$ cat config.mk
export PLATFORM = sky130hd
export DESIGN_NAME = conv_window_gen
export DESIGN_NICKNAME = d
export VERILOG_FILES = /design/src/rtl/conv_window_gen.sv
export SDC_FILE = /design/constraint.sdc
export NUM_CORES = 1
export LEC_CHECK = 0
export ABC_AREA = 1
export BUFFER_PORTS_ARGS = -buffer_cell sky130_fd_sc_hd__buf_2
export CORE_ASPECT_RATIO = 2
export CORE_MARGIN = 5
export CORE_UTILIZATION = 40
export CTS_CLUSTER_SIZE = 25
export DETAILED_ROUTE_END_ITERATION = 6
export PLACE_DENSITY = 0.6
export SYNTH_ARGS = -nofsm -noshare
export SYNTH_HDL_FRONTEND = slang
export SYNTH_SLANG_ARGS = --single-unit
export TNS_END_PERCENT = 50
$ cat constraint.sdc
create_clock -name clk -period 3.1 [get_ports clk]
set_input_delay 0 -clock clk [delete_from_list [all_inputs] [get_ports clk]]
set_output_delay 0 -clock clk [all_outputs]
set_load 0.02 [all_outputs]
$ cat src/rtl/conv_window_gen.sv
// 3x3 sliding-window generator: two line buffers plus a 3x3 shift window over a raster stream.
// Emits one window per fully-inside position; a single output slot gives valid/ready backpressure.
module conv_window_gen #(
  parameter int DATA_W = 8,
  parameter int IMG_W  = 16,
  parameter int IMG_H  = 16
) (
  input  logic                     clk,
  input  logic                     rst_n,
  input  logic                     in_valid,
  output logic                     in_ready,
  input  logic [DATA_W-1:0]        in_data,
  output logic                     out_valid,
  input  logic                     out_ready,
  output logic [9*DATA_W-1:0]      out_window,
  output logic [$clog2(IMG_H)-1:0] out_row,
  output logic [$clog2(IMG_W)-1:0] out_col,
  output logic                     frame_done
);

  localparam int CW = $clog2(IMG_W);
  localparam int RW = $clog2(IMG_H);

  // position of the next pixel to arrive
  logic [CW-1:0] pix_col_reg, pix_col_next;
  logic [RW-1:0] pix_row_reg, pix_row_next;

  // lb0 holds the previous row, lb1 the row before that
  logic [DATA_W-1:0] lb0_mem [IMG_W];
  logic [DATA_W-1:0] lb1_mem [IMG_W];
  logic [DATA_W-1:0] lb0_rd, lb1_rd;

  logic [DATA_W-1:0] win_reg  [3][3];
  logic [DATA_W-1:0] win_next [3][3];
  logic [DATA_W-1:0] col_in   [3];
  logic [9*DATA_W-1:0] win_flat;

  logic                out_valid_reg, out_valid_next;
  logic [9*DATA_W-1:0] out_window_reg;
  logic [RW-1:0]       out_row_reg;
  logic [CW-1:0]       out_col_reg;

  logic in_fire, out_fire, emit;

  assign in_ready = !out_valid_reg || out_ready;
  assign in_fire  = in_valid && in_ready;
  assign out_fire = out_valid_reg && out_ready;
  assign emit     = in_fire && (pix_row_reg >= RW'(2)) && (pix_col_reg >= CW'(2));

  assign lb0_rd = lb0_mem[pix_col_reg];
  assign lb1_rd = lb1_mem[pix_col_reg];

  assign col_in[0] = lb1_rd;
  assign col_in[1] = lb0_rd;
  assign col_in[2] = in_data;

  // Shift left by one column; the incoming column enters at c=2.
  generate
    for (genvar gi = 0; gi < 3; gi++) begin : g_win_row
      assign win_next[gi][0] = win_reg[gi][1];
      assign win_next[gi][1] = win_reg[gi][2];
      assign win_next[gi][2] = col_in[gi];
    end
  endgenerate

  generate
    for (genvar gi = 0; gi < 9; gi++) begin : g_flat
      assign win_flat[gi*DATA_W +: DATA_W] = win_next[gi/3][gi%3];
    end
  endgenerate

  always_comb begin
    pix_col_next = pix_col_reg;
    pix_row_next = pix_row_reg;
    if (pix_col_reg == CW'(IMG_W-1)) begin
      pix_col_next = '0;
      if (pix_row_reg == RW'(IMG_H-1)) begin
        pix_row_next = '0;
      end else begin
        pix_row_next = pix_row_reg + RW'(1);
      end
    end else begin
      pix_col_next = pix_col_reg + CW'(1);
    end
  end

  // A fresh window wins over draining the slot, so valid stays high across back-to-back windows.
  always_comb begin
    out_valid_next = out_valid_reg;
    if (emit) begin
      out_valid_next = 1'b1;
    end else if (out_fire) begin
      out_valid_next = 1'b0;
    end
  end

  always_ff @(posedge clk or negedge rst_n) begin
    if (!rst_n) begin
      pix_col_reg    <= '0;
      pix_row_reg    <= '0;
      win_reg        <= '{default: '0};
      out_valid_reg  <= 1'b0;
      out_window_reg <= '0;
      out_row_reg    <= '0;
      out_col_reg    <= '0;
    end else begin
      if (in_fire) begin
        pix_col_reg <= pix_col_next;
        pix_row_reg <= pix_row_next;
        win_reg     <= win_next;
      end
      out_valid_reg <= out_valid_next;
      if (emit) begin
        out_window_reg <= win_flat;
        out_row_reg    <= pix_row_reg - RW'(2);
        out_col_reg    <= pix_col_reg - CW'(2);
      end
    end
  end

  // Line buffers carry no reset; stale content only reaches windows that are never emitted.
  always_ff @(posedge clk) begin
    if (in_fire) begin
      lb1_mem[pix_col_reg] <= lb0_rd;
      lb0_mem[pix_col_reg] <= in_data;
    end
  end

  assign out_valid  = out_valid_reg;
  assign out_window = out_window_reg;
  assign out_row    = out_row_reg;
  assign out_col    = out_col_reg;
  assign frame_done = out_fire && (out_row_reg == RW'(IMG_H-3)) && (out_col_reg == CW'(IMG_W-3));

endmodule

==> results of run 1 <==
-- worst register-to-register path: cells and delay by family, from the launching register on --
family	cells	cell delay, ps
adders and majority gates	1	240
and+or+nand+nor	3	310
DFF	1	510
AOI/OAI and AO/OA	1	270
buffers and inverters	1	830
-- power by group --
group	switching (mW)	total (mW)	internal, mW
registers	0.562	7.86	7.29
clock network	1.88	4.41	2.53
logic	4.86	6.78	1.92
total	7.30	19.0	11.7
-- layout by cell type (no fill, tap or decap), types with 2 or more instances in the layout --
master	n
nand3_1	116
ha_1	10
clkbuf_16	31
nor2_1	18
dlygate4sd3_1	10
clkinv_2	4
dfrtp_1	135
nand2_2	4
nand4_1	10
o21ai_0	107
nand2_1	665
buf_4	44
nor2_4	2
clkinvlp_4	3
xor2_1	3
inv_1	269
a21oi_1	2
inv_2	3
nor2_2	2
bufinv_16	8
clkinvlp_2	4
clkinv_4	2
xnor2_1	2
buf_12	4
inv_6	4
edfxtp_1	256
buf_2	93
-- worst min-delay path by stage --
stage	from	endpoint	slack (ps)	cells past startpoint
finish	rst_n	out_window[52]$_DFFE_PN0P_	7	2
global route	rst_n	out_window[52]$_DFFE_PN0P_	80	2
CTS	rst_n	pix_col_reg[0]$_DFFE_PN0P_	30	2
detailed placement	rst_n	win_flat[53]$_DFFE_PN0P_	70	1
global placement	rst_n	win_flat[53]$_DFFE_PN0P_	70	1
floorplan	rst_n	out_col[0]$_DFFE_PN0P_	-300	0
-- layer usage --
layer	routed length, µm	GRT usage
met4	1070	0.0520
met1	14200	0.188
met2	20700	0.316
met3	1530	0.0179
met5	0	0
-- timing repair --
| action | in CTS | in global routing |
|---|---|---|
| hold buffers | 10 | 0 |
| setup buffers | 0 | 0 |
| hold endpoints to repair | 243 | 0 |
-- cells by family (layout without fill, tap and decap cells) --
logic type | Yosys count | in the layout | share of synthesized area
flops | 393 | 393 | 0.673
buf+inv | 348 | 483 | 0.0834
simple gates | 821 | 821 | 0.199
compound gates | 111 | 111 | 0.0337
fa+ha+maj | 10 | 10 | 0.00758
xor+xnor | 5 | 5 | 0.00265
-- area by class of cell --
cell class                      count  area [µm²]
Sequential cell                   393       11100
Clock buffer                       32         779
Clock inverter                     26         365
Timing Repair Buffer              152         987
Multi-Input combinational cell    947        4030
Fill cell                        3837       22000
Tap cell                          535         669
Inverter                          273        1030
==> metrics.md, run 1 <==
| Metric | Value |
|---|---|
| Outcome | completed |
| Wire per inst | about 16 µm |
| Rel. slew slack | 0.260 |
| Post-synth ARST share | 0.349 |
| Clk buf depth | 3 |
| Hold Path Class | input pin to asynchronous set/reset pin |
| Crit path depth | 6 |
| Max_cap viols | 0 |
| Synth-to-Final Area Change | 14.9% |
| Global-route usage over all layers | 0.164 |
| Post-synth EDFFs | 256 |
| Post-DP HPWL | about 25000 µm |
| CTS buffer count | 31 |
| Pwr/cell area | between 1000 and 1500 nW/µm² |
| Synthesized area | ~17000 µm² |
| RR Endpoint | out_window[15]$_DFFE_PN0P_ |
| Clock slew at reported path FFs | ~70 ps |
| Synth Flop Type | edfxtp_1 |
| CP startpoint kind | flip-flop |
| Post-Syn Nets | 1710 |
| Worst Skew | between 20 and 25 ps |
| FMAX | around 0.43 GHz |
| Final layout net count | around 1800 |
| CP Cell Sequence | ha_1, nor2_1, nand2_1, nand3_4, buf_4, o21ai_0 |
| Setup CP Type | flip-flop to flip-flop |
| Clock sink count | 393 |
| Avg Cell Area, Syn | 9.78 µm² |
| Htree depth | 1 |
| Placed cells | 2290 |
| Die height | around 300 µm |
| Die Area | approximately 46000 µm² |
| Endpoints failing setup | 0 |
| I/O pin count | 95 |
| Initial Utilization | 0.403 |
| Via count | roughly 11000 |
| Lkg Pwr | 9.04 nW |
| Vias/cell | ~4.7 |
| Data required, critical path | 3510 ps |
| Top Family by Delay on Critical Path | buffers and inverters |
| Critical Path AT | around 2700 ps |
| VDD IR max | roughly 0.00058 V |
| Min Hold Slack | approximately 7.1 ps |
| Setup TNS after final layout | 0 ps |
| CTS tree | built |
| Site row count | around 110 |
| Initial antenna violation count | 0 |
| Mapped Cells | roughly 1700 |
| Post-synth top cells | nand2_1 (666), inv_1 (270), edfxtp_1 (256) |
| FF+latch count, synth | between 300 and 400 |
| Slew @ Worst Pin | 1110 ps |
| Share of cells above drive strength 1 | 0.117 |
| Worst setup EP type | flip-flop |
| N_diodes | 0 |
| Initial DRC Count | 622 |
| Crit path max fanout | 121 |
| CTS root buf | clkbuf_16 |
| Skew-Pair Late Insertion Delay | a little under 600 ps |
| Largest net degree at the start of global routing | roughly 130 |
| Final worst slack | a little under 800 ps |
| Die X | roughly 150 µm |
| Placed cell area | ~18000 µm² |
| Post-route ant nets | 0 |
| Drt total wl | about 38000 µm |
| R2R cell count | 6 |
| DRC violations left | 0 |
| Dominant cell type by area after synthesis | edfxtp_1 |
| Grt ovf | 0 |
| Fin util | 0.463 |
| YS warnings | 0 |
| Vias in the first global route | roughly 11000 |
| I/O Buffers | 94 |
| Final Instance Area | about 19000 µm² |
| Core Area | between 40000 and 50000 µm² |
| Critical path's slowest cell | buf_4 |
| First-pass DRT Iterations | 6 |
| Yosys cell types | 27 |
| Reg2Reg Setup Slack | 790 ps |
| Final min period | 2310 ps |
| First-pass GRT wire length | 59900 µm |
| WP buf/inv | 1 |
| Crit path largest cell delay | 830 ps |
| Critical Path Start | pix_col_reg[1]$_DFFE_PN0P_ |
| End point of the critical path | out_window[15]$_DFFE_PN0P_ |
| RSZ-0062 raised after global routing | no |
| Post-synthesis sequential area ratio | 0.673 |
| Max-slew violations | 0 |
| Count leader, synth | nand2_1 |
| Final period util | 0.744 |
| Tot Pwr | 19.0 mW |
| Fin. Hold Viols | 0 |
| Share of the synthesized area in the top cell type | 0.466 |
| Gpl congestion | between 0.8 and 0.9 |
| Largest cells by area after synthesis | edfxtp_1 (47%), dfrtp_1 (21%), nand2_1 (15%), inv_1 (6.1%), nand3_1 (3.5%) |
| Worst reg2reg startpoint | pix_col_reg[1]$_DFFE_PN0P_ |
| CTS resizes | 0 |
| Finished Layout Cells | between 2000 and 2500 |
| DP Worst Slack | slightly above 800 ps |
(Power assumes the default switching activity.)
==> inputs of run 2 (changes only) <==
==> constraint.sdc (replaced) <==
create_clock -name clk -period 2.3 [get_ports clk]
set_input_delay 0 -clock clk [delete_from_list [all_inputs] [get_ports clk]]
set_output_delay 0 -clock clk [all_outputs]
set_load 0.02 [all_outputs]
==> run 2 against run 1 <==
Effect of this change: sequential share of layout area fell by 0.78 points; clock skew fell by 1.6 ps; die area did not move; clock power rose by 35%; highest routed layer unchanged; global-route usage rose by 0.053 points; critical endpoint is now lb1_mem[9][5]$_DFFE_PP_; largest cell class unchanged; count of clock-buffer cells in the layout rose by 16; register-to-register slack got worse by 600 ps.
==> metrics.md, run 2 (synthesized netlist as in run 1, its figures left out) <==
| Metric | Value |
|---|---|
| Outcome | completed (unchanged) |
| CP Cell Sequence | buf_4, nand2_1, nand3_1, nand2_1, nand2_1, nand4_1, buf_12 (was ha_1, nor2_1, nand2_1, nand3_4, buf_4, o21ai_0) |
| Slew @ Worst Pin | 772 ps (was 1110 ps) |
| Clk buf depth | 3 (unchanged) |
| Hold Path Class | input pin to asynchronous set/reset pin (unchanged) |
| Logic pwr share | 0.370 (was 0.356) |
| Largest net degree at the start of global routing | 120 (was 133) |
| Wire per inst | 16.0 µm (was 15.9 µm) |
| CTS root buf | clkbuf_16 (unchanged) |
| Placed cell area | 18000 µm² (was 17700 µm²) |
| Initial DRC Count | 629 (was 622) |
| DP Worst Slack | 194 ps (was 813 ps) |
| Synth-to-Final Area Change | 16.5% (was 14.9%) |
| Drt total wl | 38000 µm (was 37600 µm) |
| CTS buffer count | 34 (was 31) |
| FMAX | 0.475 GHz (was 0.434 GHz) |
| Final worst slack | 194 ps (was 795 ps) |
| Post-DP HPWL | 25500 µm (was 24700 µm) |
| Via count | 11100 (was 11000) |
| Critical Path AT | 2370 ps (was 2710 ps) |
| Clock sink count | 393 (unchanged) |
| DRC violations left | 0 (unchanged) |
| Internal | 16.3 mW (was 11.7 mW) |
| Data required, critical path | 2570 ps (was 3510 ps) |
| Gpl congestion | 0.855 (was 0.829) |
| Sw power | 9.93 mW (was 7.30 mW) |
| Die X | 154 µm (unchanged) |
| Die height | 297 µm (unchanged) |
| Share of cells above drive strength 1 | 0.121 (was 0.117) |
| Clock slew at reported path FFs | 70 ps (about the same) |
| Finished Layout Cells | 2379 (was 2358) |
| Min Hold Slack | 41.1 ps (was 7.12 ps) |
| Final layout net count | 1840 (was 1820) |
| CP startpoint kind | flip-flop (unchanged) |
| Rel. slew slack | 0.485 (was 0.260) |
| Worst setup EP type | flip-flop (unchanged) |
| CP most frequent cell | nand2_1 |
| Final min period | 2110 ps (was 2310 ps) |
| Die Area | 45700 µm² (unchanged) |
| I/O pin count | 95 (unchanged) |
| Endpoints failing setup | 0 (unchanged) |
| Crit path max fanout | 42 (was 121) |
| I/O Buffers | 94 (unchanged) |
| CTS tree | built (unchanged) |
| Final Instance Area | 19200 µm² (was 19000 µm²) |
| Critical path's slowest cell | dfrtp_4 (was buf_4) |
| First-pass GRT wire length | 59800 µm (was 59900 µm) |
| Sequential Power Share | 0.402 (was 0.413) |
| RSZ-0062 raised after global routing | no (unchanged) |
| Final period util | 0.916 (was 0.744) |
| Grt ovf | 0 (unchanged) |
| Skew-Pair Late Insertion Delay | 530 ps (was 580 ps) |
| Tot Pwr | 26.2 mW (was 19.0 mW) |
| Commonest non-fill, non-tap cell in the layout | nand2_1 (unchanged) |
| Placed cells | 2307 (was 2290) |
| Core Area | 41000 µm² (unchanged) |
| Max_cap viols | 0 (unchanged) |
| Global-route usage over all layers | 0.165 (was 0.164) |
| Lkg Pwr | 9.18 nW (was 9.04 nW) |
| VDD IR max | 0.000796 V (was 0.000576 V) |
| Switching Fraction | 0.379 (was 0.384) |
| Pwr/cell area | 1360 nW/µm² (was 1000 nW/µm²) |
| Vias/cell | 4.66 (about the same) |
| Setup CP Type | flip-flop to flip-flop (unchanged) |
| Site row count | 105 (unchanged) |
| Post-route ant nets | 0 (unchanged) |
| Top Family by Delay on Critical Path | simple AND/OR/NAND/NOR gates (was buffers and inverters) |
| N_diodes | 0 (unchanged) |
| Crit path largest cell delay | 440 ps (was 830 ps) |
| Most frequent cells in the layout | nand2_1 (665), inv_1 (269), edfxtp_1 (256) (unchanged) |
| First-pass DRT Iterations | 5 (was 6) |
| Max-slew violations | 0 (unchanged) |
| WP buf/inv | 2 (was 1) |
| Htree depth | 2 (was 1) |
| Worst Skew | 19.4 ps (was 21.0 ps) |
| Initial antenna violation count | 0 (unchanged) |
| Fin. Hold Viols | 0 (unchanged) |
| Fill cells | 3786 (was 3837) |
| Clock network power share | 0.228 (was 0.231) |
| Initial Utilization | 0.403 (unchanged) |
| Vias in the first global route | 10900 (about the same) |
run 2: worst register-to-register path, stage by stage (launching register included):
cell and delay [ps]:
dfrtp_4 440, buf_4 400, nand2_1 140, nand3_1 180, nand2_1 70, nand2_1 80
nand4_1 270, buf_12 260
run 2: worst paths after layout:
kind | slack (ps) | cells after the start | to | startpoint
max | 190 | 7 | lb1_mem[9][5]$_DFFE_PP_ | pix_col_reg[0]$_DFFE_PN0P_
min | 40 | 2 | win_flat[51]$_DFFE_PN0P_ | rst_n
max reg2reg | 190 | 7 | lb1_mem[9][5]$_DFFE_PP_ | pix_col_reg[0]$_DFFE_PN0P_
min reg2reg | 470 | 2 | out_window[55]$_DFFE_PN0P_ | win_flat[55]$_DFFE_PN0P_
max in group asynchronous | 1540 | 3 | win_flat[59]$_DFFE_PN0P_ | rst_n
min in group clk | 100 | 5 | pix_col_reg[1]$_DFFE_PN0P_ | in_valid
run 2: metal layers:
layer,GRT usage,part of all wire
met5,0,0
met2,0.319,0.55
met1,0.184,0.38
met3,0.0167,0.034
met4,0.0606,0.031
run 2: power groups by stage:
stage | combinational (mW) | clock, mW | sequential [mW]
2_1_floorplan | 5.13 | 0 | 11.3
3_3_place_gp | 9.67 | 0 | 10.7
3_5_place_dp | 9.81 | 0 | 10.7
4_1_cts | 9.85 | 6.13 | 10.6
5_1_grt | 10.8 | 6.39 | 10.7
6_report | 9.70 | 5.97 | 10.6
run 2: final cells by class:
class,count,area [µm²],share of cell area
repair buffers,169,1230,0.0638
flip-flops and latches,393,11100,0.578
well taps,535,669,0.0348
clock inverters,14,174,0.00904
multi-input cells,947,4030,0.209
inverters,273,1030,0.0533
clock buffers,48,987,0.0513
run 2: timing repair:
item                      CTS  global route
buffers inserted            0             0
hold endpoints to repair  261             0
gates resized for setup     0             0
hold buffers               10             0
run 2: through the flow:
stage,TNS (ps),util
2_1_floorplan,-943,-
3_3_place_gp,0,0.438
3_5_place_dp,0,0.438
4_1_cts,0,0.469
5_1_grt,0,0.469
6_report,0,0.469
